### src/rtl/lfsr_stream_checker_pkg.sv
// Shared definitions for the 22-bit LFSR stream checker: LFSR geometry,
// FSM state encoding and the generator's default seed.
package lfsr_stream_checker_pkg;

    localparam int LFSR_W = 22;
    localparam int TAP_HI = 21;
    localparam int TAP_LO = 20;

    localparam logic [LFSR_W-1:0] DEFAULT_SEED = 22'b0001011001001110011111;

    typedef enum logic [1:0] {
        ST_LOAD   = 2'd0,
        ST_VERIFY = 2'd1,
        ST_LOCKED = 2'd2
    } state_e;

endpackage

### src/rtl/lfsr_hist_reg.sv
// Local copy of the generator: 22-bit history shift register that shifts in
// either the received bit or its own prediction.
module lfsr_hist_reg
    import lfsr_stream_checker_pkg::*;
(
    input  logic clk,
    input  logic rst_n,
    input  logic en,
    input  logic sel_pred,
    input  logic bit_in,
    output logic pred,
    output logic zero_next
);

    logic [LFSR_W-1:0] hist_reg;
    logic [LFSR_W-1:0] hist_next;

    always_comb begin
        pred      = hist_reg[TAP_HI] ^ hist_reg[TAP_LO];
        hist_next = {hist_reg[LFSR_W-2:0], (sel_pred ? pred : bit_in)};
        // Flag describes the value the register would hold after this shift.
        zero_next = (hist_next == '0);
    end

    always_ff @(posedge clk or negedge rst_n) begin
        if (!rst_n) begin
            hist_reg <= '0;
        end else if (en) begin
            hist_reg <= hist_next;
        end
    end

endmodule

### config.mk
export PLATFORM = sky130hd
export DESIGN_NAME = lfsr_hist_reg
export DESIGN_NICKNAME = d
export VERILOG_FILES = /design/src/rtl/lfsr_stream_checker_pkg.sv /design/src/rtl/lfsr_hist_reg.sv
export SDC_FILE = /design/constraint.sdc
export NUM_CORES = 1
export LEC_CHECK = 0
export CORE_MARGIN = 2
export CORE_UTILIZATION = 35
export CTS_CLUSTER_SIZE = 8
export DETAILED_ROUTE_END_ITERATION = 7
export GPL_ROUTABILITY_DRIVEN = 0
export HOLD_SLACK_MARGIN = 0.08
export PLACE_DENSITY_LB_ADDON = 0.1
export SETUP_SLACK_MARGIN = 0.1
export SKIP_CTS_REPAIR_TIMING = 1
export SLEW_MARGIN = 5
export SYNTH_ARGS = -nofsm -noshare
export SYNTH_HDL_FRONTEND = slang
export SYNTH_SLANG_ARGS = --single-unit
### constraint.sdc
create_clock -name clk -period 1.4 [get_ports clk]
set_input_delay 0.14 -clock clk [delete_from_list [all_inputs] [get_ports clk]]
set_output_delay 0.14 -clock clk [all_outputs]
set_load 0.01 [all_outputs]
* Word-level counts from Yosys, hierarchy flattened
Cells that the tools add are included.
** Storage, ports and cells
- Flip-flop bits (word level) :: 22
- Word-level logic and storage cells :: 4
- Output and inout bits :: 2
- Bits of input ports :: 5
** Operators by class
- Bitwise gates (word level) :: 1
- Multiplexer cells :: 1
- Reduce and logical (&&, ||, !) cells :: 1
** Operators by type and width (number)
- 22-bit zero test :: 1
- 1-bit 2-to-1 mux :: 1
- 1-bit bitwise XOR :: 1

* Logic depth before layout (Yosys ltp)
Gate-level depths: netlist of run 1.
- Word-level depth :: 3
- Gate-level depth with buffers :: 3
- Gate-level depth less buffers :: 3

* Worst setup path after synthesis of run 1
No wires, ideal clock.
- Path kind :: flip-flop to output port
- Start point :: register hist_reg[20]
- End point :: output port zero_next
- Arrival time :: 1146 ps
- Slack :: 114 ps
- Path buffers :: 0
- Cell stages (with the launch flop) :: 4
- Required time :: 1260 ps
- Path through :: dfrtp_1 -> xor2_1 -> mux2_4 -> nor3_1
** Between the ends
- Word-level cells in the longest chain between the ends :: 3
** Ends and longest elaborated chain
- start: declaration :: RTL line lfsr_hist_reg.sv:15 : logic [LFSR_W-1:0] hist_reg;
- start signal: assignment :: RTL line lfsr_hist_reg.sv:29 : hist_reg <= hist_next;
- 1-bit bitwise XOR :: RTL line lfsr_hist_reg.sv:19 : pred = hist_reg[TAP_HI] ^ hist_reg[TAP_LO];
- named net pred :: RTL line lfsr_hist_reg.sv:11 : output logic pred,
- 1-bit 2-to-1 mux :: RTL line lfsr_hist_reg.sv:20 : hist_next = {hist_reg[LFSR_W-2:0], (sel_pred ? pred : bit_in)};
- 22-bit zero test :: RTL line lfsr_hist_reg.sv:22 : zero_next = (hist_next == '0);
- end: declaration :: RTL line lfsr_hist_reg.sv:12 : output logic zero_next
The timed path passes the listed nets, and every way through them passes these cells.

* Worst setup path after layout of run 1
- Start point :: register hist_reg[21]
- End point :: output port zero_next
** Between the ends
- Word-level cells in the longest chain between the ends :: 3
** Ends and longest elaborated chain (RTL line)
- 1-bit bitwise XOR :: lfsr_hist_reg.sv:19
- 1-bit 2-to-1 mux :: lfsr_hist_reg.sv:20
- 22-bit zero test :: lfsr_hist_reg.sv:22
No other way between the ends.

==> run metrics, run 1 <==
status=complete, but fails checks; failing checks=negative setup slack; slowest cell on the critical path=dfrtp_1; DRT Pass-1 Iters=2; routed len/inst=13.1 um; fin util=0.476; CTS HTree Levels=1; vias in the first global route=~570; Ys Warns=0; Starting Density=0.364; I/O Pins=7; # setup viols final=1; setup ws final=-201 ps; I/O Buffers=6; Critical Path Max Stage Delay=around 420 ps; Clk Latency, worst-skew pair=around 300 ps; CTS tree=yes; element type at the critical path end=primary output; First DRT Iteration DRCs=1; number of CTS-inserted buffers=3; worst-path maximum fanout=2; clock-pin slew on the worst setup and hold paths=110 ps; share of layout cells above drive strength 1=0.608; Synth Instances=57; Rel. slew slack=0.810; Seq/Total Area, Yosys=0.622; die width=54.3 um; Root Buffer=clkbuf_4; top cells by area, synth=dfrtp_1 (62%), mux2_2 (27%), mux2_4 (3.4%); dpl hpwl=around 970 um; Startpoint Class=flip-flop; pwr/cell area=between 1500 and 2000 mW/mm2; Routed Antenna Nets=0; Cell Chain, Critical Path=xor2_2 > mux2_4 > nor3_2 > buf_2; VDD IR max=between 1000 and 1500 uV; total track usage=0.125; Layout Nets=between 80 and 90; Synth cell types=10; leak pwr=0.551 nW; post-synthesis net count=between 60 and 70; initial antenna violation count=0; Worst Tran Pin Value=roughly 280 ps; most frequent cells in the layout=mux2_2 (21), dfrtp_1 (21), buf_4 (14), clkdlybuf4s50_1 (4), clkbuf_4 (3); fin area=0.00116 mm2; final worst path period share=1.14; first-pass GRT wire length=2530 um; max FFs per register=22; worst path required time=roughly 1300 ps; fmax=around 620 MHz; final hold violation count=0; synthesis-to-layout area growth=31.0%; Std-Cell Rows=18; R2R cell count=4; Vias per Instance=about 4.9; Avg Cell Area, Syn=~16 um2; GR Overflow Total=0; final WL=approximately 1400 um; clock tree buffer depth=2; dominant cell type by area after synthesis=dfrtp_1; minimum clock period=between 1500 and 2000 ps; die height=roughly 54 um; Seq cells post-synth=22; Clock Skew=~6.7 ps; largest net degree at the start of global routing=23; Slew Limit Fails=0; number of vias in the routed layout=~530; diodes inserted=0; critical path type=reg -> out; RSZ-0062 raised after global routing=yes; arrival time worst endpoint=1460 ps; worst hold slack=169 ps; area share of the largest cell type after synthesis=0.622; Hold Path Class=in -> async; dpl cell area=0.00109 mm2; Die ar.=roughly 0.0029 mm2; # clock sinks=22; Max Cap Violations=0; DRC viols=0; Post-Syn Area=885 um2; Core Region=between 0.002 and 0.0025 mm2
[through the flow]
| step | total power [mW] | setup slack [ps] | setup TNS [ps] | std cells |
|---|---|---|---|---|
| after floorplan | 1.51 | 114 | 0 | 57 |
| after global placement | 1.94 | -418 | -418 | 105 |
| after detailed placement | 1.95 | -387 | -387 | 105 |
| after CTS | 2.23 | -738 | -993 | 108 |
| after global routing | 2.49 | -295 | -295 | 109 |
| final | 2.31 | -201 | -201 | 109 |
[worst max-delay path: cells and delay by family (launching register included)]
kind	cells	cell delay (ps)
DFF	1	420
muxes	1	270
xor gates and xnor gates	1	180
buffers and inverters	1	150
and+or+nand+nor	1	140
[path summary, 6_finish.rpt]
| check | start | endpoint | slack, ps |
|---|---|---|---|
| max in group asynchronous | rst_n | hist_reg[20] | 980 |
| setup / recovery | hist_reg[21] | zero_next | -200 |
| setup reg to reg | hist_reg[21] | hist_reg[0] | 50 |
| hold reg to reg | hist_reg[19] | hist_reg[20] | 550 |
| hold / removal | rst_n | hist_reg[0] | 170 |
| min in group clk | hist_reg[19] | hist_reg[20] | 550 |
[Yosys cell counts, drive strengths merged]
| library cell | n |
|---|---|
| nor2 | 1 |
| xor2 | 1 |
| dfrtp | 22 |
| nand2 | 1 |
| nor3 | 2 |
| nand4 | 1 |
| nor4 | 4 |
| buf | 2 |
| mux2 | 23 |
[area by class of cell]
class,count,area (um2)
clock buffer,3,22.5
sequential,22,552
fill,220,1270
multi-input combinational,33,364
timing repair buffer,21,183
tap,30,37.5
[per-layer routing]
layer	wire, um	part of all wire	vias to the layer above	track usage
met5	0	0	-	0
met4	15	0.010	0	0.0500
met3	43	0.030	2	0.0574
met2	683	0.48	5	0.203
met1	686	0.48	272	0.142
li1	-	-	255	-
[logic make-up (layout without fill, tap and decap cells)]
kind of cell / Yosys count / after routing / share of synthesized area
xor gates and xnor gates: 1 / 1 / 0.00990
buffers and inverters: 2 / 24 / 0.0113
DFF: 22 / 22 / 0.622
muxes: 23 / 23 / 0.301
and+or+nand+nor: 9 / 9 / 0.0552
[where the power goes]
group	internal [mW]	switching, mW
registers	0.928	0.240
logic	0.611	0.256
clock network	0.100	0.174
No activity file was read; power rests on OpenSTA's default activity.
==> run 2: changes to the inputs <==
--- a/config.mk
+++ b/config.mk
@@ -7,2 +7,3 @@
 export LEC_CHECK = 0
+export ABC_CLOCK_PERIOD_IN_PS = 1400
 export CORE_MARGIN = 2
==> constraint.sdc (replaced) <==
create_clock -name clk -period 1.4 [get_ports clk]
set_input_delay 0.28 -clock clk [delete_from_list [all_inputs] [get_ports clk]]
set_output_delay 0.28 -clock clk [all_outputs]
set_load 0.01 [all_outputs]
==> run 2 against run 1 <==
- the flow still finishes with violations (negative setup slack)
- clock-buffer cell count increased by 1
- global-route usage increased by 0.32 points
- die area unchanged
- sequential share of layout area decreased by 1.6 points
- maximum frequency decreased by 8.9%
- clock power increased by 24%
==> run metrics, run 2 (synthesis gave the netlist of run 1 again) <==
status=complete, but fails checks; failing checks=negative setup slack; arrival time worst endpoint=1480 ps; Die ar.=slightly below 0.003 mm2; die width=about 54 um; I/O Pins=7; critical path type=reg -> out; final WL=approximately 1400 um; vias in the first global route=between 600 and 700; Layout Nets=91; total track usage=0.128; fin area=between 0.001 and 0.0015 mm2; number of CTS-inserted buffers=3; routed len/inst=12.3 um; max FFs per register=22; Clk Latency, worst-skew pair=roughly 300 ps; GR Overflow Total=0; final worst path period share=1.26; most common cell after layout, fill and taps aside=dfrtp_1; Starting Density=0.364; clock-pin slew on the worst setup and hold paths=about 120 ps; synthesis-to-layout area growth=35.2%; worst path required time=1120 ps; fmax=roughly 570 MHz; # clock sinks=22; worst-path maximum fanout=2; leak pwr=0.577 nW; Root Buffer=clkbuf_4; Routed Antenna Nets=0; Rel. slew slack=0.813; RSZ-0062 raised after global routing=yes; placed cell count=110; die height=between 50 and 60 um; DRT Pass-1 Iters=1; dpl cell area=0.00114 mm2; pwr/cell area=2030 mW/mm2; Critical Path Max Stage Delay=a little over 400 ps; Hold Path Class=in -> async; final hold violation count=0; setup ws final=-358 ps; number of vias in the routed layout=about 550; Cell Chain, Critical Path=nor4_2 > nand4_1 > nor3_4 > buf_2; Worst Tran Pin Value=281 ps; DRC viols=0; Max Cap Violations=0; First DRT Iteration DRCs=0; I/O Buffers=6; Startpoint Class=flip-flop; R2R cell count=3; Clock Skew=6.95 ps; Std-Cell Rows=18; family with the most delay on the worst path=simple AND/OR/NAND/NOR gates; Slew Limit Fails=0; worst path bufs/invs=1; minimum clock period=roughly 1800 ps; dpl hpwl=approximately 1000 um; final instance count without filler cells=115; # setup viols final=1; slowest cell on the critical path=dfrtp_1; first-pass GRT wire length=~2600 um; CTS HTree Levels=1; largest net degree at the start of global routing=23; most frequent cells in the layout=dfrtp_1 (22), mux2_2 (21), buf_4 (19), clkdlybuf4s50_1 (4); CTS tree=yes; VDD IR max=about 850 uV; share of layout cells above drive strength 1=0.635; clock tree buffer depth=2; WP depth=4; Vias per Instance=about 4.7; Core Region=between 0.002 and 0.0025 mm2; element type at the critical path end=primary output; initial antenna violation count=0; diodes inserted=0
## run 2: cell count changes in the layout (fill, tap and decap cells not counted), sizes merged
cell          delta
dlymetal6s2s     -1
clkbuf           +2
buf              +5
## run 2: cell type report
| class | instances | area (um2) |
|---|---|---|
| sequential | 22 | 551 |
| tap | 30 | 37.5 |
| fill | 231 | 1240 |
| timing repair buffer | 26 | 213 |
| multi-input combinational | 33 | 359 |
| clock buffer | 4 | 36.3 |
## run 2: worst register-to-register path, stage by stage, from the launching register on
cell and delay (ps):
dfrtp_1 410, xor2_1 170, mux2_4 280, mux2_4 260
## run 2: through the flow
step                utilization  hold slack, ps  setup TNS, ps  total power, mW  worst slack (ps)
floorplan                     -           -15.6              0             1.53              98.8
global placement          0.468             509          -1420             2.05              -603
detailed placement        0.468             523          -1660             2.07              -618
CTS                       0.483             312          -1320             2.41              -941
global route              0.492             348           -464             2.61              -451
finish                    0.492             312           -358             2.42              -358
## run 2: worst paths after layout
kind | startpoint | endpoint | slack, ps
min in group clk | hist_reg[21] | hist_reg[21] | 550
setup reg to reg | hist_reg[21] | hist_reg[0] | 170
hold / removal | rst_n | hist_reg[12] | 310
max in group asynchronous | rst_n | hist_reg[16] | 870
hold reg to reg | hist_reg[21] | hist_reg[21] | 550
setup / recovery | hist_reg[15] | zero_next | -360
## run 2: metal layers
layer / wire, um / up-vias / GRT usage
li1: - / 267 / -
met1: 685 / 273 / 0.151
met2: 681 / 3 / 0.215
met3: 38 / 2 / 0.0328
met4: 10 / 0 / 0.0625
met5: 0 / - / 0
## run 2: where the power goes
group | switching (mW) | internal, mW | leakage [nW] | total, mW
Clock | 0.182 | 0.158 | 0.0210 | 0.340
Combinational | 0.305 | 0.658 | 0.274 | 0.963
Sequential | 0.196 | 0.925 | 0.282 | 1.12
